## config.mk

```make
export PLATFORM = sky130hd
export DESIGN_NAME = sseg_scan_ctrl
export DESIGN_NICKNAME = d
export VERILOG_FILES = /design/src/rtl/sseg_pkg.sv /design/src/rtl/sseg_hex_decoder.sv /design/src/rtl/sseg_scan_ctrl.sv
export SDC_FILE = /design/constraint.sdc
export NUM_CORES = 1
export LEC_CHECK = 0
export BUFFER_PORTS_ARGS = -buffer_cell sky130_fd_sc_hd__clkbuf_2
export CELL_PAD_IN_SITES_DETAIL_PLACEMENT = 1
export CELL_PAD_IN_SITES_GLOBAL_PLACEMENT = 1
export CORE_ASPECT_RATIO = 0.5
export CORE_MARGIN = 2
export CORE_UTILIZATION = 26
export DETAILED_ROUTE_END_ITERATION = 16
export HOLD_SLACK_MARGIN = 0.12
export PLACE_DENSITY = 0.61
export SYNTH_ARGS = -nofsm -noshare
export SYNTH_HDL_FRONTEND = slang
export SYNTH_SLANG_ARGS = --single-unit
```

## constraint.sdc

```tcl
create_clock -name clk -period 4.5 [get_ports clk]
set_clock_uncertainty 0.1 [all_clocks]
set_input_delay 0.9 -clock clk [delete_from_list [all_inputs] [get_ports clk]]
set_output_delay 0.9 -clock clk [all_outputs]
set_load 0.005 [all_outputs]
```

## src/rtl/sseg_pkg.sv

```systemverilog
// Shared segment type, active-low {g,f,e,d,c,b,a} encodings and hex decode
// for the seven-segment scan controller.
package sseg_pkg;

  typedef logic [6:0] seg_t;

  localparam seg_t SEG_OFF   = 7'h7F;
  localparam seg_t SEG_HEX_0 = 7'b1000000;
  localparam seg_t SEG_HEX_1 = 7'b1111001;
  localparam seg_t SEG_HEX_2 = 7'b0100100;
  localparam seg_t SEG_HEX_3 = 7'b0110000;
  localparam seg_t SEG_HEX_4 = 7'b0011001;
  localparam seg_t SEG_HEX_5 = 7'b0010010;
  localparam seg_t SEG_HEX_6 = 7'b0000010;
  localparam seg_t SEG_HEX_7 = 7'b1111000;
  localparam seg_t SEG_HEX_8 = 7'b0000000;
  localparam seg_t SEG_HEX_9 = 7'b0010000;
  localparam seg_t SEG_HEX_A = 7'b0001000;
  localparam seg_t SEG_HEX_B = 7'b0000011;
  localparam seg_t SEG_HEX_C = 7'b1000110;
  localparam seg_t SEG_HEX_D = 7'b0100001;
  localparam seg_t SEG_HEX_E = 7'b0000110;
  localparam seg_t SEG_HEX_F = 7'b0001110;

  function automatic seg_t hex_to_seg(input logic [3:0] nibble);
    case (nibble)
      4'h0:    hex_to_seg = SEG_HEX_0;
      4'h1:    hex_to_seg = SEG_HEX_1;
      4'h2:    hex_to_seg = SEG_HEX_2;
      4'h3:    hex_to_seg = SEG_HEX_3;
      4'h4:    hex_to_seg = SEG_HEX_4;
      4'h5:    hex_to_seg = SEG_HEX_5;
      4'h6:    hex_to_seg = SEG_HEX_6;
      4'h7:    hex_to_seg = SEG_HEX_7;
      4'h8:    hex_to_seg = SEG_HEX_8;
      4'h9:    hex_to_seg = SEG_HEX_9;
      4'hA:    hex_to_seg = SEG_HEX_A;
      4'hB:    hex_to_seg = SEG_HEX_B;
      4'hC:    hex_to_seg = SEG_HEX_C;
      4'hD:    hex_to_seg = SEG_HEX_D;
      4'hE:    hex_to_seg = SEG_HEX_E;
      default: hex_to_seg = SEG_HEX_F;
    endcase
  endfunction

endpackage

```

## src/rtl/sseg_hex_decoder.sv

```systemverilog
// Combinational hex nibble to active-low segment pattern.
module sseg_hex_decoder
  import sseg_pkg::*;
(
  input  logic [3:0] i_nib,
  output logic [6:0] o_seg
);

  assign o_seg = hex_to_seg(i_nib);

endmodule

```

## src/rtl/sseg_scan_ctrl.sv

```systemverilog
// Multiplexed N-digit common-anode display scanner with tear-free double buffering,
// per-digit and leading-zero blanking; SSEG_BLINK_EN adds per-digit blinking.
module sseg_scan_ctrl
  import sseg_pkg::*;
#(
  parameter int N_DIG    = 4,
  parameter int PRESCALE = 50000
`ifdef SSEG_BLINK_EN
  ,
  parameter int BLINK_FRAMES = 125
`endif
) (
  input  logic               clk,
  input  logic               rst,
  input  logic               load,
  input  logic [4*N_DIG-1:0] digits,
  input  logic [N_DIG-1:0]   blank_mask,
  input  logic               lzb_en,
  output logic [6:0]         sseg,
  output logic [N_DIG-1:0]   an,
  output logic               frame_done
`ifdef SSEG_BLINK_EN
  ,
  input  logic [N_DIG-1:0]   blink_mask
`endif
);

  localparam int CNT_W = $clog2(PRESCALE);
  localparam int IDX_W = $clog2(N_DIG);

  logic [CNT_W-1:0]   r_cnt;
  logic [IDX_W-1:0]   r_idx;
  logic               r_frame_done;
  logic [4*N_DIG-1:0] r_pend_dig;
  logic [4*N_DIG-1:0] r_act_dig;
  logic [N_DIG-1:0]   r_pend_blank;
  logic [N_DIG-1:0]   r_act_blank;
  logic               r_pend_lzb;
  logic               r_act_lzb;
  logic [6:0]         r_sseg;
  logic [N_DIG-1:0]   r_an;

  logic               w_tick;
  logic               w_last;
  logic               w_commit;
  logic [3:0]         w_nib;
  logic [6:0]         w_seg;
  logic [N_DIG-1:0]   w_lzb_blank;
  logic               w_blink_off;
  logic               w_dark;

  assign w_tick   = (r_cnt == CNT_W'(PRESCALE - 1));
  assign w_last   = (r_idx == IDX_W'(N_DIG - 1));
  assign w_commit = w_tick & w_last;

  always_ff @(posedge clk) begin
    if (rst) begin
      r_cnt        <= '0;
      r_idx        <= '0;
      r_frame_done <= 1'b0;
    end else begin
      r_cnt        <= w_tick ? '0 : r_cnt + 1'b1;
      r_frame_done <= w_commit;
      if (w_tick) begin
        r_idx <= w_last ? '0 : r_idx + 1'b1;
      end
    end
  end

  // A load coinciding with the frame-end commit bypasses the pending stage.
  always_ff @(posedge clk) begin
    if (rst) begin
      r_pend_dig   <= '0;
      r_pend_blank <= '0;
      r_pend_lzb   <= 1'b0;
      r_act_dig    <= '0;
      r_act_blank  <= '0;
      r_act_lzb    <= 1'b0;
    end else begin
      if (load) begin
        r_pend_dig   <= digits;
        r_pend_blank <= blank_mask;
        r_pend_lzb   <= lzb_en;
      end
      if (w_commit) begin
        r_act_dig   <= load ? digits     : r_pend_dig;
        r_act_blank <= load ? blank_mask : r_pend_blank;
        r_act_lzb   <= load ? lzb_en     : r_pend_lzb;
      end
    end
  end

`ifdef SSEG_BLINK_EN
  localparam int BF_W = (BLINK_FRAMES > 1) ? $clog2(BLINK_FRAMES) : 1;

  logic [N_DIG-1:0] r_pend_blink;
  logic [N_DIG-1:0] r_act_blink;
  logic [BF_W-1:0]  r_frm_cnt;
  logic             r_blink_phase;

  // Frame count advances on the commit edge so the phase and the new data land together.
  always_ff @(posedge clk) begin
    if (rst) begin
      r_pend_blink  <= '0;
      r_act_blink   <= '0;
      r_frm_cnt     <= '0;
      r_blink_phase <= 1'b1;
    end else begin
      if (load) begin
        r_pend_blink <= blink_mask;
      end
      if (w_commit) begin
        r_act_blink <= load ? blink_mask : r_pend_blink;
        if (r_frm_cnt == BF_W'(BLINK_FRAMES - 1)) begin
          r_frm_cnt     <= '0;
          r_blink_phase <= ~r_blink_phase;
        end else begin
          r_frm_cnt <= r_frm_cnt + 1'b1;
        end
      end
    end
  end

  assign w_blink_off = ~r_blink_phase & r_act_blink[r_idx];
`else
  assign w_blink_off = 1'b0;
`endif

  genvar g;
  for (g = 0; g < N_DIG; g++) begin : g_lzb
    if (g == 0) begin : g_d0
      assign w_lzb_blank[g] = 1'b0;
    end else begin : g_dn
      assign w_lzb_blank[g] = r_act_lzb & ~|r_act_dig[4*N_DIG-1:4*g];
    end
  end

  assign w_nib  = r_act_dig[{r_idx, 2'b00} +: 4];
  assign w_dark = r_act_blank[r_idx] | w_lzb_blank[r_idx] | w_blink_off;

  sseg_hex_decoder u_dec (
    .i_nib (w_nib),
    .o_seg (w_seg)
  );

  always_ff @(posedge clk) begin
    if (rst) begin
      r_sseg <= SEG_OFF;
      r_an   <= '1;
    end else begin
      r_sseg <= w_dark ? SEG_OFF : w_seg;
      r_an   <= ~(N_DIG'(1) << r_idx);
    end
  end

  assign sseg       = r_sseg;
  assign an         = r_an;
  assign frame_done = r_frame_done;

endmodule
```

==> run_summary.xml <==
<?xml version="1.0" encoding="UTF-8"?>
<metrics>
  <group name="outcome">
    <metric name="status" unit="">finished clean</metric>
  </group>
  <group name="cts">
    <metric name="clk_path_buf_depth" unit="">2</metric>
    <metric name="clk_pin_slew_worst_paths" unit="ns">0.06</metric>
    <metric name="cts-resized-gates" unit="">0</metric>
    <metric name="cts_buffers" unit="">9</metric>
    <metric name="tritoncts" unit="">built</metric>
    <metric name="insertion_delay_to_the_later_sink_of_the_worst_skew_pair" unit="ns">0.33</metric>
    <metric name="cts_root_buffer" unit="">clkbuf_16</metric>
    <metric name="cts_htree_levels" unit="">3</metric>
    <metric name="ctsHoldBuffers" unit="">0</metric>
    <metric name="clock_sink_count" unit="">72</metric>
    <metric name="postCtsSetupRepairBufs" unit="">0</metric>
  </group>
  <group name="cells_and_area">
    <metric name="nNetsFinal" unit="">367</metric>
    <metric name="fin_util" unit="">0.323</metric>
    <metric name="n_antenna_cell" unit="">0</metric>
    <metric name="syn2layout_area_growth" unit="%">18.4</metric>
    <metric name="layout.cell_area.non_filler" unit="µm²">3630</metric>
    <metric name="drive_above_1_share" unit="">0.182</metric>
  </group>
  <group name="pwr">
    <metric name="power.density" unit="nW/µm²">388</metric>
    <metric name="vdd_ir_drop_max" unit="V">0.000166</metric>
    <metric name="leakage" unit="nW">1.49</metric>
    <metric name="total_power" unit="mW">1.41</metric>
  </group>
  <group name="placed_design">
    <metric name="routabilityCongestion" unit="">0.720</metric>
    <metric name="buffer_ports.inserted" unit="">35</metric>
    <metric name="placed_cell_area" unit="µm²">3340</metric>
    <metric name="post-dp-hpwl" unit="µm">4380</metric>
  </group>
  <group name="global_routing">
    <metric name="grt_overflow_total" unit="">0</metric>
    <metric name="met3_routing_resource_usage_after_global_routing" unit="">0.0320</metric>
    <metric name="grtUsageTotal" unit="">0.110</metric>
    <metric name="grt_first_pass_wirelength" unit="µm">10800</metric>
    <metric name="first_global_vias" unit="">2214</metric>
    <metric name="initial_antenna_violation_count" unit="">0</metric>
    <metric name="met2_usage" unit="">0.172</metric>
    <metric name="gr-max-usage-layer" unit="">met2</metric>
    <metric name="gr-usage-met1" unit="">0.139</metric>
    <metric name="largest_net_degree_at_the_start_of_global_routing" unit="">41</metric>
  </group>
  <group name="worst_setup_path">
    <metric name="worstSetupPathType" unit="">register to register</metric>
    <metric name="crit_path_max_fanout" unit="">15</metric>
    <metric name="worstSetupEndpointType" unit="">register</metric>
    <metric name="timing.critical_path.required" unit="ns">4.62</metric>
    <metric name="cp_data_arrival_time" unit="ns">2.64</metric>
    <metric name="critical_path.startpoint_type" unit="">register</metric>
  </group>
  <group name="synthesis">
    <metric name="async_reset_ff_frac" unit="">0</metric>
    <metric name="post-synth-top-count-cell" unit="">dfxtp_1</metric>
    <metric name="ys_ff_latch" unit="">72</metric>
    <metric name="synthTopCellsByArea" unit="">dfxtp_1, mux2i_1, nor2_1, ha_1, mux4_2</metric>
    <metric name="syn-num-nets" unit="">339</metric>
    <metric name="synth_flop_cell" unit="">dfxtp_1</metric>
    <metric name="synthesis.area" unit="µm²">3070</metric>
    <metric name="synthDominantCellAreaShare" unit="">0.470</metric>
    <metric name="ys_seq_area_frac" unit="">0.470</metric>
    <metric name="distinct_cell_type_count_of_the_synthesized_netlist" unit="">40</metric>
    <metric name="yosys.area.top_type" unit="">dfxtp_1</metric>
    <metric name="synth_edf_count" unit="">0</metric>
    <metric name="post_synth.cell_area_avg" unit="µm²">10.1</metric>
    <metric name="synthesized_instance_count" unit="">304</metric>
    <metric name="synth.top_cells.by_count" unit="">dfxtp_1, nor2_1, mux2i_1</metric>
    <metric name="synthesis.yosys.warnings" unit="">0</metric>
  </group>
  <group name="detailed_routing">
    <metric name="drt-vias-per-instance" unit="">4.41</metric>
    <metric name="detailed_route_wire_length_per_cell" unit="µm">12.7</metric>
    <metric name="dr.first_iter.drc_count" unit="">57</metric>
    <metric name="drt_pass1_iterations" unit="">4</metric>
    <metric name="route.antenna.remaining_nets" unit="">0</metric>
    <metric name="drc" unit="">0</metric>
    <metric name="totalWireLength" unit="µm">6270</metric>
    <metric name="vias" unit="">2185</metric>
  </group>
  <group name="sta">
    <metric name="number_of_hold_violations_in_the_final_report" unit="">0</metric>
    <metric name="fin_worst_hold_slack" unit="ns">0.381</metric>
    <metric name="finalMaxSlewViolations" unit="">0</metric>
    <metric name="timing.final.setup_violations" unit="">0</metric>
    <metric name="min_period_over_period" unit="">0.560</metric>
    <metric name="setup-tns-final" unit="ns">0</metric>
    <metric name="finalCriticalPeriod" unit="ns">2.52</metric>
    <metric name="unrepaired_setup_endpoints_after_global_routing" unit="">false</metric>
    <metric name="maxClockFrequency" unit="GHz">0.397</metric>
    <metric name="slew_headroom" unit="">0.408</metric>
    <metric name="tightestPinTransition" unit="ns">0.881</metric>
  </group>
  <group name="floorplan">
    <metric name="die_area" unit="µm²">12700</metric>
    <metric name="dieWidth" unit="µm">158</metric>
    <metric name="pin_count" unit="">36</metric>
    <metric name="die_height" unit="µm">80.8</metric>
    <metric name="coreArea" unit="µm²">11200</metric>
    <metric name="rows" unit="">27</metric>
    <metric name="start_util" unit="">0.273</metric>
  </group>
  <group name="min_path">
    <metric name="hp-class" unit="">register to register</metric>
  </group>
  <group name="flow_run">
    <metric name="max-cap-violations" unit="">0</metric>
  </group>
</metrics>
## logic make-up (layout without fill, tap and decap cells)
kind of cell               count (synthesis)  count (layout)  share of synthesized area
buffers and inverters                     27              59                     0.0428
xor gates and xnor gates                  18              18                     0.0514
AOI/OAI and AO/OA                         36              36                     0.0824
DFF                                       72              72                      0.470
adders and majority gates                 11              11                     0.0449
and+or+nand+nor                          110             110                      0.186
muxes                                     30              30                      0.123
## through the flow
stage	instances	setup WS (ns)
after floorplan	304	2.27
after global placement	480	1.99
after detailed placement	480	1.93
after CTS	495	1.93
after global routing	495	1.78
final	495	1.98
## power breakdown
| part | leakage (nW) | switching, mW | internal, mW |
|---|---|---|---|
| Sequential | 0.588 | 0.00608 | 0.655 |
| Combinational | 0.764 | 0.0313 | 0.0270 |
| Clock | 0.139 | 0.250 | 0.440 |
| Total | 1.49 | 0.287 | 1.12 |
## metal layers
layer	up-vias	routed length, µm
li1	1111	-
met4	0	110
met2	20	2690
met3	10	231
met5	-	0
met1	1044	3240
## area by class of cell
cell class,count,area [µm²]
Clock buffer,12,246
Clock inverter,3,42.5
Fill cell,1284,7620
Inverter,9,33.8
Multi-Input combinational cell,205,1500
Sequential cell,72,1440
Tap cell,159,199
Timing Repair Buffer,35,175
## state kept, by name, summed over array words and instances (netlist names)
name and cells:
an 4, frame_done 1, r_act_blank 4, r_act_dig 16
r_act_lzb 1, r_cnt 16, r_idx 2, r_pend_blank 4
r_pend_dig 16, r_pend_lzb 1, sseg 7
## worst max-delay path, stage by stage, from the launching register on
cell and delay [ns]:
dfxtp_1 0.36, or4b_4 0.57, nor4_4 0.79, a21oi_2 0.33, o22a_1 0.26
## worst paths after layout
check / from / endpoint / slack [ns] / cells after the start
setup reg to reg: r_cnt[4] / r_act_blank[1] / 1.98 / 4
hold / removal: r_act_blank[2] / r_act_blank[2] / 0.38 / 1
hold reg to reg: r_act_blank[2] / r_act_blank[2] / 0.38 / 1
setup / recovery: r_cnt[4] / r_act_blank[1] / 1.98 / 4
## cells in the final DEF (no fill, tap or decap), types with 3 or more instances in the layout
master	count
clkbuf_2	35
dfxtp_1	72
xnor2_1	10
nor3_1	4
clkbuf_16	9
nand2b_1	14
nor4_1	6
nand4_1	4
inv_1	9
nand2_1	9
mux4_2	6
o22a_1	12
o211ai_1	3
nand3_1	17
o21ai_0	12
xor2_1	8
nor2_1	43
mux2i_1	23
ha_1	11
Note: power is estimated with default switching activity, not from simulation.
